### src/rtl/if_stage.sv
// if_stage: single-outstanding instruction fetch with redirect and decode handoff
module if_stage #(
  parameter logic [31:0] RESET_PC = 32'h1c000000
) (
  input  logic        clk,
  input  logic        rst,
  output logic        inst_req,
  output logic [31:0] inst_addr,
  input  logic        inst_addr_ok,
  input  logic        inst_data_ok,
  input  logic [31:0] inst_rdata,
  input  logic        br_taken,
  input  logic [31:0] br_target,
  input  logic        id_allowin,
  output logic        if_validout,
  output logic [31:0] if_pc,
  output logic [31:0] if_inst
);
  typedef enum logic [1:0] {REQ, WAIT, HOLD} state_t;
  state_t      state, state_n;
  logic [31:0] pc, pc_n, inst_buf, inst_buf_n;
  logic        discard, discard_n;
  assign inst_req    = state == REQ;
  assign inst_addr   = pc;
  assign if_validout = state == HOLD && !br_taken;
  assign if_pc       = pc;
  assign if_inst     = inst_buf;
  // state register; reset abandons any request in flight
  always_ff @(posedge clk) begin
    if (rst) begin
      state    <= REQ;
      pc       <= RESET_PC;
      discard  <= 1'b0;
      inst_buf <= '0;
    end else begin
      state    <= state_n;
      pc       <= pc_n;
      discard  <= discard_n;
      inst_buf <= inst_buf_n;
    end
  end
  // next state: a redirect overrides every other event and marks any in-flight response stale
  always_comb begin
    state_n    = state;
    pc_n       = br_taken ? br_target : pc;
    discard_n  = discard;
    inst_buf_n = inst_buf;
    case (state)
      REQ: begin
        state_n   = inst_addr_ok ? WAIT : REQ;
        discard_n = inst_addr_ok ? br_taken : discard;
      end
      WAIT: begin
        state_n    = !inst_data_ok ? WAIT : (discard || br_taken) ? REQ : HOLD;
        discard_n  = inst_data_ok ? 1'b0 : discard || br_taken;
        inst_buf_n = (inst_data_ok && !discard && !br_taken) ? inst_rdata : inst_buf;
      end
      HOLD: begin
        state_n = (br_taken || id_allowin) ? REQ : HOLD;
        pc_n    = br_taken ? br_target : id_allowin ? pc + 32'd4 : pc;
      end
      default: state_n = REQ;
    endcase
  end
endmodule
### config.mk
export PLATFORM = sky130hd
export DESIGN_NAME = if_stage
export DESIGN_NICKNAME = d
export VERILOG_FILES = /design/src/rtl/if_stage.sv
export SDC_FILE = /design/constraint.sdc
export NUM_CORES = 1
export LEC_CHECK = 0
export ABC_AREA = 1
export BUFFER_PORTS_ARGS = -buffer_cell sky130_fd_sc_hd__clkbuf_2
export CAP_MARGIN = 5
export CORE_MARGIN = 2
export CORE_UTILIZATION = 51
export DETAILED_ROUTE_END_ITERATION = 7
export PLACE_DENSITY = 0.82
export SLEW_MARGIN = 10
export SYNTH_ARGS = -nofsm -noshare
export SYNTH_HDL_FRONTEND = slang
export SYNTH_SLANG_ARGS = --single-unit
### constraint.sdc
create_clock -name clk -period 3.93 [get_ports clk]
set_clock_uncertainty 0.05 [all_clocks]
set_input_delay 0.1965 -clock clk [delete_from_list [all_inputs] [get_ports clk]]
set_output_delay 0.1965 -clock clk [all_outputs]
set_load 0.02 [all_outputs]
==> results of run 1 <==
[stage by stage]
| stage | utilization [%] | setup WS, ns | cell area (um^2) | power [W] | hold slack (ns) |
|---|---|---|---|---|---|
| floorplan | - | 2.28 | 3780 | 0.000988 | 0.281 |
| global placement | 60.8 | 1.47 | 4390 | 0.00107 | 0.381 |
| detailed placement | 60.8 | 1.40 | 4390 | 0.00108 | 0.379 |
| CTS | 63.8 | 1.77 | 4600 | 0.00169 | 0.0157 |
| global route | 63.8 | 1.55 | 4600 | 0.00175 | 0.0382 |
| finish | 63.8 | 1.73 | 4600 | 0.00168 | 0.0260 |
[final timing paths]
kind	cells after the start	endpoint	startpoint	slack [ns]
min	3	if_pc[1]$_SDFFE_PP0P_	br_target[1]	0.03
max reg2reg	10	if_pc[28]$_SDFFE_PP1P_	if_pc[2]$_SDFFE_PP0P_	2.12
min reg2reg	2	if_inst[28]$_SDFFE_PP0P_	if_inst[28]$_SDFFE_PP0P_	0.44
max	8	if_pc[16]$_SDFFE_PP0P_	br_taken	1.73
[power by group through the flow]
stage | Clock (W) | Sequential [W] | Combinational [W]
4_1_cts | 0.000627 | 0.000763 | 0.000299
6_report | 0.000619 | 0.000764 | 0.000298
5_1_grt | 0.000657 | 0.000770 | 0.000328
2_1_floorplan | 0 | 0.000810 | 0.000177
3_5_place_dp | 0 | 0.000779 | 0.000298
3_3_place_gp | 0 | 0.000776 | 0.000293
[layout by cell type (no fill, tap or decap), types with 2 or more instances in the layout]
master,instances
a211oi_1,9
a211oi_2,2
a21oi_1,15
buf_4,2
clkbuf_2,167
clkbuf_8,11
clkinvlp_4,3
dfxtp_1,67
inv_1,33
inv_2,4
nand2_1,102
nand2_2,5
nand3_1,37
nand3_2,3
nand4_1,2
nor2_1,155
nor2_2,11
nor2_4,2
nor3_1,9
o211ai_1,3
o21ai_0,48
o221ai_1,3
[kinds of logic after synthesis]
kind of cell,count (synthesis),share of synthesized area [%]
compound gates,85,13.1
buf+inv,96,13.6
flops,67,35.5
simple gates,330,37.4
fa+ha+maj,1,0.331
[area by class of cell]
| cell class | count | share of cell area, % |
|---|---|---|
| sequential | 67 | 29.2 |
| tap | 99 | 2.69 |
| clock buffer | 11 | 3.29 |
| timing repair buffer | 169 | 18.5 |
| inverter | 39 | 3.21 |
| multi-input combinational | 416 | 41.8 |
| clock inverter | 5 | 1.33 |
[worst min-delay path, cell delays in order]
cell	delay, ns
clkbuf_2	0.08
nor2_1	0.03
nor2_1	0.08
[registers in the layout, indices dropped and copies added (netlist names)]
signal   flops
if_inst     32
if_pc       32
state        2
discard      1
[routing by layer]
| layer | vias to the layer above | routed length (um) |
|---|---|---|
| li1 | 2079 | - |
| met1 | 1871 | 4470 |
| met2 | 185 | 5170 |
| met3 | 17 | 932 |
| met4 | 0 | 205 |
| met5 | - | 0 |
==> results.md, run 1 <==
- Met3 Use GR: 7.21%
- Worst slew pin tran: 0.978 ns
- Worst VDD drop: 0.260 mV
- DR vias/cell: 5.15
- Power Density: 365 mW/mm^2
- # fillers: 719
- #FFs+latches synth: 67
- Switch Pwr: 0.000530 W
- Starting Density: 52.4%
- Port bufs: 167
- Largest net degree at the start of global routing: 51
- Internal: 0.00115 W
- Register area: 0.00134 mm^2
- CP Max Fanout: 29
- Final antenna-violating net count: 0
- Cell Count, Final, Fillers Out: 806
- Worst skew pair latency: 0.35 ns
- Core area: 0.00721 mm^2
- Io pins: 168
- Synth warn: 0
- Post-CTS sizing: 0
- Post-Syn Area per Cell: 6.53 um^2
- Status: completed
- Hold_buf cts: 0
- Leakage: 2.07 nW
- Synthesized net count: 650
- Final period util: 55.9%
- Reg clk slew, reported paths: 0.08 ns
- Clk pwr share: 36.8%
- RSZ-0062 raised after global routing: false
- Synth-to-Final Area Change: 21.8%
- Final setup violation count: 0
- CP most frequent cell: nand2_1
- Flop pwr share: 45.4%
- Arr. time, crit path: 2.43 ns
- Max Buffers Root-to-Sink: 2
- Slowest cell delay on critical path: 0.83 ns
- Crit-path leading delay family: buffers and inverters
- Global route overflow: 0
- Sw Share: 31.5%
- DR pass1 iterations: 5
- Area of the multi-input gates: 0.00192 mm^2
- DR vias: 4152
- Avg WL per Cell: 13.4 um
- Met2 Use GR: 45.4%
- Crit-path slowest cell: inv_1
- Total track usage: 26.6%
- Asr flop ratio synth: 0%
- Site row count: 31
- DRT iter0 DRCs: 291
- Cell taking the most area after synthesis: dfxtp_1
- Cell area after synthesis: 0.00378 mm^2
- Final Hold Fails: 0
- Highest Clock Rate: 455 MHz
- Clock buffer count from CTS: 9
- Fraction of layout cells with a size suffix above 1: 30.7%
- CP Capture Type: register
- Die ar.: 0.00811 mm^2
- Global-route wire length before repair: 17600 um
- Residual DRC: 0
- Critical path data required time: 4.16 ns
- Top FF cell, synth: dfxtp_1
- Placed instance count: 790
- Tmin final: 2.20 ns
- Met1 usage: 32.1%
- Setup bufs post-CTS: 0
- Sink Count: 67
- Slew Viols, Final: 0
- Die width: 90.1 um
- Setup TNS: 0 ns
- Final WL: 10800 um
- Clock Tree Root: clkbuf_8
- Yosys cell types: 35
- Synth top area cells: dfxtp_1 35%, nor2_1 15%, nand2_1 10%, buf_4 7.2%, o21ai_0 6.4%
- # diodes: 0
- Startpoint Class: input port
- Die Ht: 90.1 um
- Max Cap Viol: 0
- Logic pwr share: 17.7%
- GPL Wtd Cong: 0.886
- Top Usage Layer GRT: met2
- Max-slew headroom: 34.7%
- Crit path cell chain: clkbuf_2 -> inv_1 -> nand2_4 -> inv_2 -> nor2_1 -> nand2_1 -> nand2_1 -> a21oi_1
- Worst path bufs/invs: 3
- Vias in the first global route: 3849
- Post-DP HPWL: 7890 um
- Min-Delay Path Class: in -> reg
- CTS H-Tree Depth: 3
- Yosys top cell area share: 35.5%
- Nets: 773
- Cell count after synthesis: 579
- Post-synthesis sequential area ratio: 35.5%
- Initial antenna violation count: 0
- Most common cell in the netlist: nor2_1
- EDFF count, synth: 0
- WS Path Type: in -> reg
- Commonest cells post-synth: 156 x nor2_1, 102 x nand2_1, 67 x dfxtp_1, 48 x o21ai_0, 37 x nand3_1
- CTS tree: built
No activity file was read; power rests on OpenSTA's default activity.
==> run 2, diff against run 1 <==
Settings changed: CORE_UTILIZATION 51 to 43, PLACE_DENSITY 0.82 to 0.74.
Clock period 3.93 ns to 1.8 ns, I/O delays scaled along.
==> results.md, run 2 (synthesized netlist as in run 1, its figures left out) <==
- Initial antenna violation count: 0 (unchanged)
- Most common cell after layout, fill and taps aside: clkbuf_2
- Max-slew headroom: 66.5% (+32 points)
- Clock buffer count from CTS: 9 (unchanged)
- Setup bufs post-CTS: 0 (unchanged)
- Post-place setup slack: 0.0926 ns (-1.31 ns)
- Die Ht: 97.7 um (+8.5%)
- Port bufs: 167 (unchanged)
- Power Density: 779 mW/mm^2 (+110%)
- Pwr Total: 0.00400 W (+140%)
- Nets: 823 (+6.5%)
- Setup TNS: 0 ns (unchanged)
- Final antenna-violating net count: 0 (unchanged)
- GPL Wtd Cong: 0.900 (+1.5%)
- Critical path data required time: 1.97 ns (-2.19 ns)
- Tmin final: 1.63 ns
- Die width: 97.7 um (+8.5%)
- Worst VDD drop: 0.488 mV (+88%)
- Post-route worst setup slack: 0.165 ns (-1.57 ns)
- Starting Density: 43.8% (-8.6 points)
- Vias in the first global route: 4255 (+11%)
- Die ar.: 0.00955 mm^2 (+18%)
- Core area: 0.00864 mm^2 (+20%)
- Final Hold Fails: 0 (unchanged)
- CP Capture Type: register
- Final setup violation count: 0 (unchanged)
- Reg clk slew, reported paths: 0.08 ns (about the same)
- CTS H-Tree Depth: 3 (unchanged)
- DR vias/cell: 5.04 (-2.2%)
- Min-Delay Path Class: in -> reg
- Most frequent cells in the layout: 167 x clkbuf_2, 154 x nor2_1, 102 x nand2_1, 65 x dfxtp_1, 48 x o21ai_0
- Avg WL per Cell: 13.9 um (+3.7%)
- Final period util: 90.8%
- CTS tree: built
- Startpoint Class: register
- Largest net degree at the start of global routing: 35 (-31%)
- Crit path cell chain: nand2_2 -> nor2_2 -> nand2_1 -> nor2_1 -> nand2_1 -> nand2_1 -> nand3_1 -> nand2_1 -> nand3_1
- Crit-path slowest cell: dfxtp_1
- CP most frequent cell: nand2_1
- Synth-to-Final Area Change: 36.0%
- Residual DRC: 0 (unchanged)
- Highest Clock Rate: 612 MHz
- Site row count: 34 (+9.7%)
- # diodes: 0 (unchanged)
- Worst skew pair latency: 0.34 ns (about the same)
- Slowest cell delay on critical path: 0.52 ns (-0.31 ns)
- Global route overflow: 0 (unchanged)
- DR vias: 4359 (+5.0%)
- Fraction of layout cells with a size suffix above 1: 30.4% (-0.31 points)
- DRT iter0 DRCs: 204 (-30%)
- Leakage: 2.33 nW (+12%)
- Max Buffers Root-to-Sink: 2 (unchanged)
- Sink Count: 67 (unchanged)
- Io pins: 168 (unchanged)
- Post-DP HPWL: 8230 um (+4.3%)
- Max Cap Viol: 0 (unchanged)
- Arr. time, crit path: 1.81 ns (-0.62 ns)
- Total track usage: 25.4% (-1.2 points)
- Final WL: 12000 um (+11%)
- # fillers: 809 (+13%)
- Clock Tree Root: clkbuf_8
- Worst slew pin tran: 0.502 ns (-0.476 ns)
- WS Path Type: reg -> reg
- RSZ-0062 raised after global routing: false
- Status: completed
- Global-route wire length before repair: 19800 um (+12%)
- Slew Viols, Final: 0 (unchanged)
- DR pass1 iterations: 5 (unchanged)
- CP Max Fanout: 7 (-76%)
## run 2: final timing paths
check / startpoint / end / slack, ns / cells past startpoint
worst min-delay path: id_allowin / state[1]$_SDFF_PP0_ / 0.01 / 4
worst max register to register: if_pc[11]$_SDFFE_PP0P_ / if_pc[27]$_SDFFE_PP1P_ / 0.17 / 9
worst min register to register: if_inst[28]$_SDFFE_PP0P_ / if_inst[28]$_SDFFE_PP0P_ / 0.44 / 2
worst max-delay path: if_pc[11]$_SDFFE_PP0P_ / if_pc[27]$_SDFFE_PP1P_ / 0.17 / 9
## run 2: stage by stage
step / util (%) / cells / hold slack [ns] / area [um^2]
floorplan: - / 579 / 0.175 / 3780
global placement: 52.0 / 810 / 0.266 / 4490
detailed placement: 52.0 / 810 / 0.288 / 4490
CTS: 59.5 / 865 / 0.00777 / 5130
global route: 59.5 / 865 / 0.0377 / 5140
finish: 59.5 / 865 / 0.0120 / 5140
## run 2: repair_timing
action,CTS,global route
hold endpoints to repair,39,0
hold buffers,39,0
setup endpoints to repair,0,3
resized for setup,0,3
## run 2: critical path, delay by kind of cell (launching register included)
family        cells  cell delay [ns]
flops             1             0.52
simple gates      9             0.95
## run 2: final cells by class
class                           instances  area [um^2]  area share [%]
Clock buffer                           10          138            2.68
Tap cell                              108          135            2.63
Inverter                               39          148            2.87
Clock inverter                          6          113            2.19
Timing Repair Buffer                  219         1340            26.0
Sequential cell                        67         1340            26.1
Multi-Input combinational cell        416         1930            37.5
## run 2: power by group
part / switching, W / internal (W) / total [W] / leakage, nW
sequential: 0.0000967 / 0.00156 / 0.00166 / 0.551
clock: 0.000623 / 0.000961 / 0.00158 / 0.126
combinational: 0.000455 / 0.000303 / 0.000758 / 1.65
total: 0.00117 / 0.00283 / 0.00400 / 2.33
## run 2: layer usage
layer  global-route usage [%]  wire (um)  vias up
met5                        0          0        -
met4                     10.6        379        0
met3                     4.80        877       36
met2                     45.1       5860      200
met1                     30.0       4880     1953
li1                         -          -     2170
==> run 3, diff against run 2 <==
Settings changed: ABC_AREA 1 to unset, CORE_UTILIZATION 43 to 41, PLACE_DENSITY 0.74 to 0.73.
==> results.md, run 3 <==
- DR pass1 iterations: 4 (-1)
- Setup TNS: 0 ns (unchanged)
- Synth top area cells: dfxtp_1 40%, nand2_1 9.0%, a21oi_1 7.9%, buf_4 7.2%, nor2_1 3.9%
- Placed instance count: 677 (-16%)
- Final antenna-violating net count: 0 (unchanged)
- Post-Syn Area per Cell: 7.85 um^2 (+20%)
- Nets: 709 (-14%)
- Adder-Cell Fraction of Synth Area: 0.375% (+0.044 points)
- Hold Slack: 0.0134 ns (+0.00145 ns)
- Pwr Total: 0.00390 W (-2.5%)
- Starting Density: 42.7% (-1.0 points)
- Worst skew pair latency: 0.34 ns (about the same)
- Crit path to: if_pc[24]$_SDFFE_PP0P_
- Largest net degree at the start of global routing: 62 (+77%)
- Startpoint Class: register
- Post-layout instance area: 0.00509 mm^2 (-0.90%)
- Global-route wire length before repair: 16700 um (-16%)
- Cell area after synthesis: 0.00334 mm^2 (-12%)
- Max Cap Viol: 0 (unchanged)
- Simple-gate share of the synthesized area: 26.2% (-11 points)
- Avg WL per Cell: 14.1 um (+1.7%)
- Final WL: 10500 um (-12%)
- Status: completed
- Critical path data required time: 1.99 ns (+0.02 ns)
- Internal: 0.00281 W (-0.54%)
- Largest family of logic cells by synthesized area: simple AND/OR/NAND/NOR gates
- Yosys top cell area share: 40.2% (+4.7 points)
- # diodes: 0 (unchanged)
- CTS H-Tree Depth: 3 (unchanged)
- CTS tree: built
- Die Ht: 94.2 um (-3.6%)
- RSZ-0062 raised after global routing: false
- Residual DRC: 0 (unchanged)
- DR vias: 3785 (-13%)
- Sink Count: 67 (unchanged)
- Port bufs: 167 (unchanged)
- Synth-to-Final Area Change: 52.6%
- Die ar.: 0.00888 mm^2 (-7.1%)
- GPL Wtd Cong: 0.904 (+0.46%)
- Global route overflow: 0 (unchanged)
- Clock buffer count from CTS: 9 (unchanged)
- Worst slew pin tran: 0.764 ns (+0.262 ns)
- Final Hold Fails: 0 (unchanged)
- CP Capture Type: register
- Clock Tree Root: clkbuf_8
- Hold path depth: 4 (unchanged)
- Crit path launch: if_pc[2]$_SDFFE_PP0P_
- Synth warn: 0 (unchanged)
- Final period util: 95.3% (+4.4 points)
- Cell Count, Final, Fillers Out: 745 (-14%)
- Crit Reg-Reg Endpoint: if_pc[24]$_SDFFE_PP0P_
- Power Density: 766 mW/mm^2 (-1.7%)
- DRT iter0 DRCs: 174 (-15%)
- Leakage: 2.39 nW (+2.7%)
- WS Path Type: reg -> reg
- Post-synthesis sequential area ratio: 40.2% (+4.7 points)
- Sw Share: 27.9% (-1.5 points)
- Critical R2R Launch: if_pc[2]$_SDFFE_PP0P_
- Post-DP HPWL: 7210 um (-12%)
- Synthesized net count: 496 (-24%)
- Area post-placement: 0.00431 mm^2 (-4.1%)
- Initial antenna violation count: 0 (unchanged)
- Tmin final: 1.71 ns (+0.0800 ns)
- Vias in the first global route: 3588 (-16%)
- Max-slew headroom: 49.0% (-17 points)
- Min-Delay Path Class: in -> reg
- DR vias/cell: 5.08 (+0.82%)
- Min-Delay Startpoint: br_target[23]
- Arr. time, crit path: 1.90 ns (+0.09 ns)
- Logic pwr share: 18.7% (-0.2 points)
- Core area: 0.00781 mm^2 (-9.6%)
- Reg clk slew, reported paths: 0.08 ns (about the same)
- Post-Synth XOR/XNOR Area: 3.15% (+3.1 points)
- Final setup violation count: 0 (unchanged)
- Io pins: 168 (unchanged)
- Cell taking the most area after synthesis: dfxtp_1
- Commonest cells post-synth: 80 x nand2_1, 67 x dfxtp_1, 53 x a21oi_1, 35 x nor2_1, 32 x buf_4
- Synth Area in Compound Gates: 16.2% (+3.0 points)
- Switch Pwr: 0.00109 W (-7.4%)
- Clk pwr share: 40.0% (+0.4 points)
- Site row count: 32 (-5.9%)
- Top FF cell, synth: dfxtp_1
- Most frequent cells in the layout: 167 x clkbuf_2, 80 x nand2_1, 53 x a21oi_1, 52 x dfxtp_1, 50 x dlygate4sd3_1
- EDFF count, synth: 0 (unchanged)
- Slew Viols, Final: 0 (unchanged)
- Fraction of layout cells with a size suffix above 1: 40.1% (+9.7 points)
- Cell count after synthesis: 425 (-27%)
- Most common cell after layout, fill and taps aside: clkbuf_2
- Die width: 94.2 um (-3.6%)
- Total track usage: 23.6% (-1.8 points)
- Most common cell in the netlist: nand2_1
- FF-to-FF setup slack: 0.09 ns (-0.08 ns)
- Highest Clock Rate: 583 MHz (-4.7%)
- Reg2reg path depth: 7 (-2)
- Max Buffers Root-to-Sink: 2 (unchanged)
- Yosys cell types: 53 (+51%)
- Mux share of post-synthesis cell area: 1.80% (+1.8 points)
- #FFs+latches synth: 67 (unchanged)
- Flop pwr share: 41.2% (-0.3 points)
- Worst VDD drop: 0.430 mV (-12%)
- # fillers: 658 (-19%)
- Asr flop ratio synth: 0% (unchanged)
- CP Max Fanout: 4 (-3)
run 3: timing repair:
item	CTS	global route
endpoints found under the hold margin	49	1
gates resized for setup	0	5
hold buffers	49	1
setup buffers	0	2
endpoints found under the setup margin	0	14
run 3: power groups by stage:
stage | combinational, W | clock (W) | sequential (W)
after floorplan | 0.000318 | 0 | 0.00174
after global placement | 0.000632 | 0 | 0.00164
after detailed placement | 0.000640 | 0 | 0.00164
after CTS | 0.000725 | 0.00158 | 0.00161
after global routing | 0.000792 | 0.00166 | 0.00162
final | 0.000731 | 0.00156 | 0.00161
run 3: worst min path at each step:
stage	to	slack [ns]
after floorplan	state[0]$_SDFF_PP0_	0.16
after global placement	if_inst[15]$_SDFFE_PP0P_	0.26
after detailed placement	if_inst[21]$_SDFFE_PP0P_	0.27
after CTS	if_pc[23]$_SDFFE_PP0P_	0.004
after global routing	if_pc[23]$_SDFFE_PP0P_	0.02
final	if_pc[23]$_SDFFE_PP0P_	0.01
run 3: metrics by stage:
step,util [%],worst slack [ns]
6_report,65.2,0.0853
5_1_grt,65.2,0.00518
4_1_cts,64.7,0.0114
3_5_place_dp,55.2,0.0310
3_3_place_gp,55.2,0.0727
2_1_floorplan,-,0.00271
run 3: cell type report:
type | instances | area [um^2] | area share (%)
flip-flops and latches | 67 | 1360 | 26.7
clock inverters | 7 | 124 | 2.43
well taps | 102 | 128 | 2.51
repair buffers | 261 | 1680 | 33.0
clock buffers | 9 | 124 | 2.43
inverters | 15 | 56.3 | 1.11
multi-input cells | 284 | 1620 | 31.9
run 3: worst max-delay path, stage by stage (launching register included):
cell	delay (ns)
dfxtp_2	0.34
ha_1	0.17
buf_4	0.13
and4_1	0.25
nand3_1	0.11
nor3_1	0.25
xor2_1	0.11
o21a_1	0.18
run 3: logic make-up after synthesis:
| group | after synthesis |
|---|---|
| compound gates | 88 |
| xor+xnor | 12 |
| fa+ha+maj | 1 |
| buf+inv | 74 |
| flops | 67 |
| mux | 6 |
| simple gates | 177 |
run 3: layer usage:
layer  global-route usage, %  vias up  part of all wire (%)
met5                       0        -                     0
met4                    9.06        0                   1.7
met3                    6.42       20                   8.6
met2                    40.9      174                    49
met1                    27.6     1735                    41
li1                        -     1856                     -
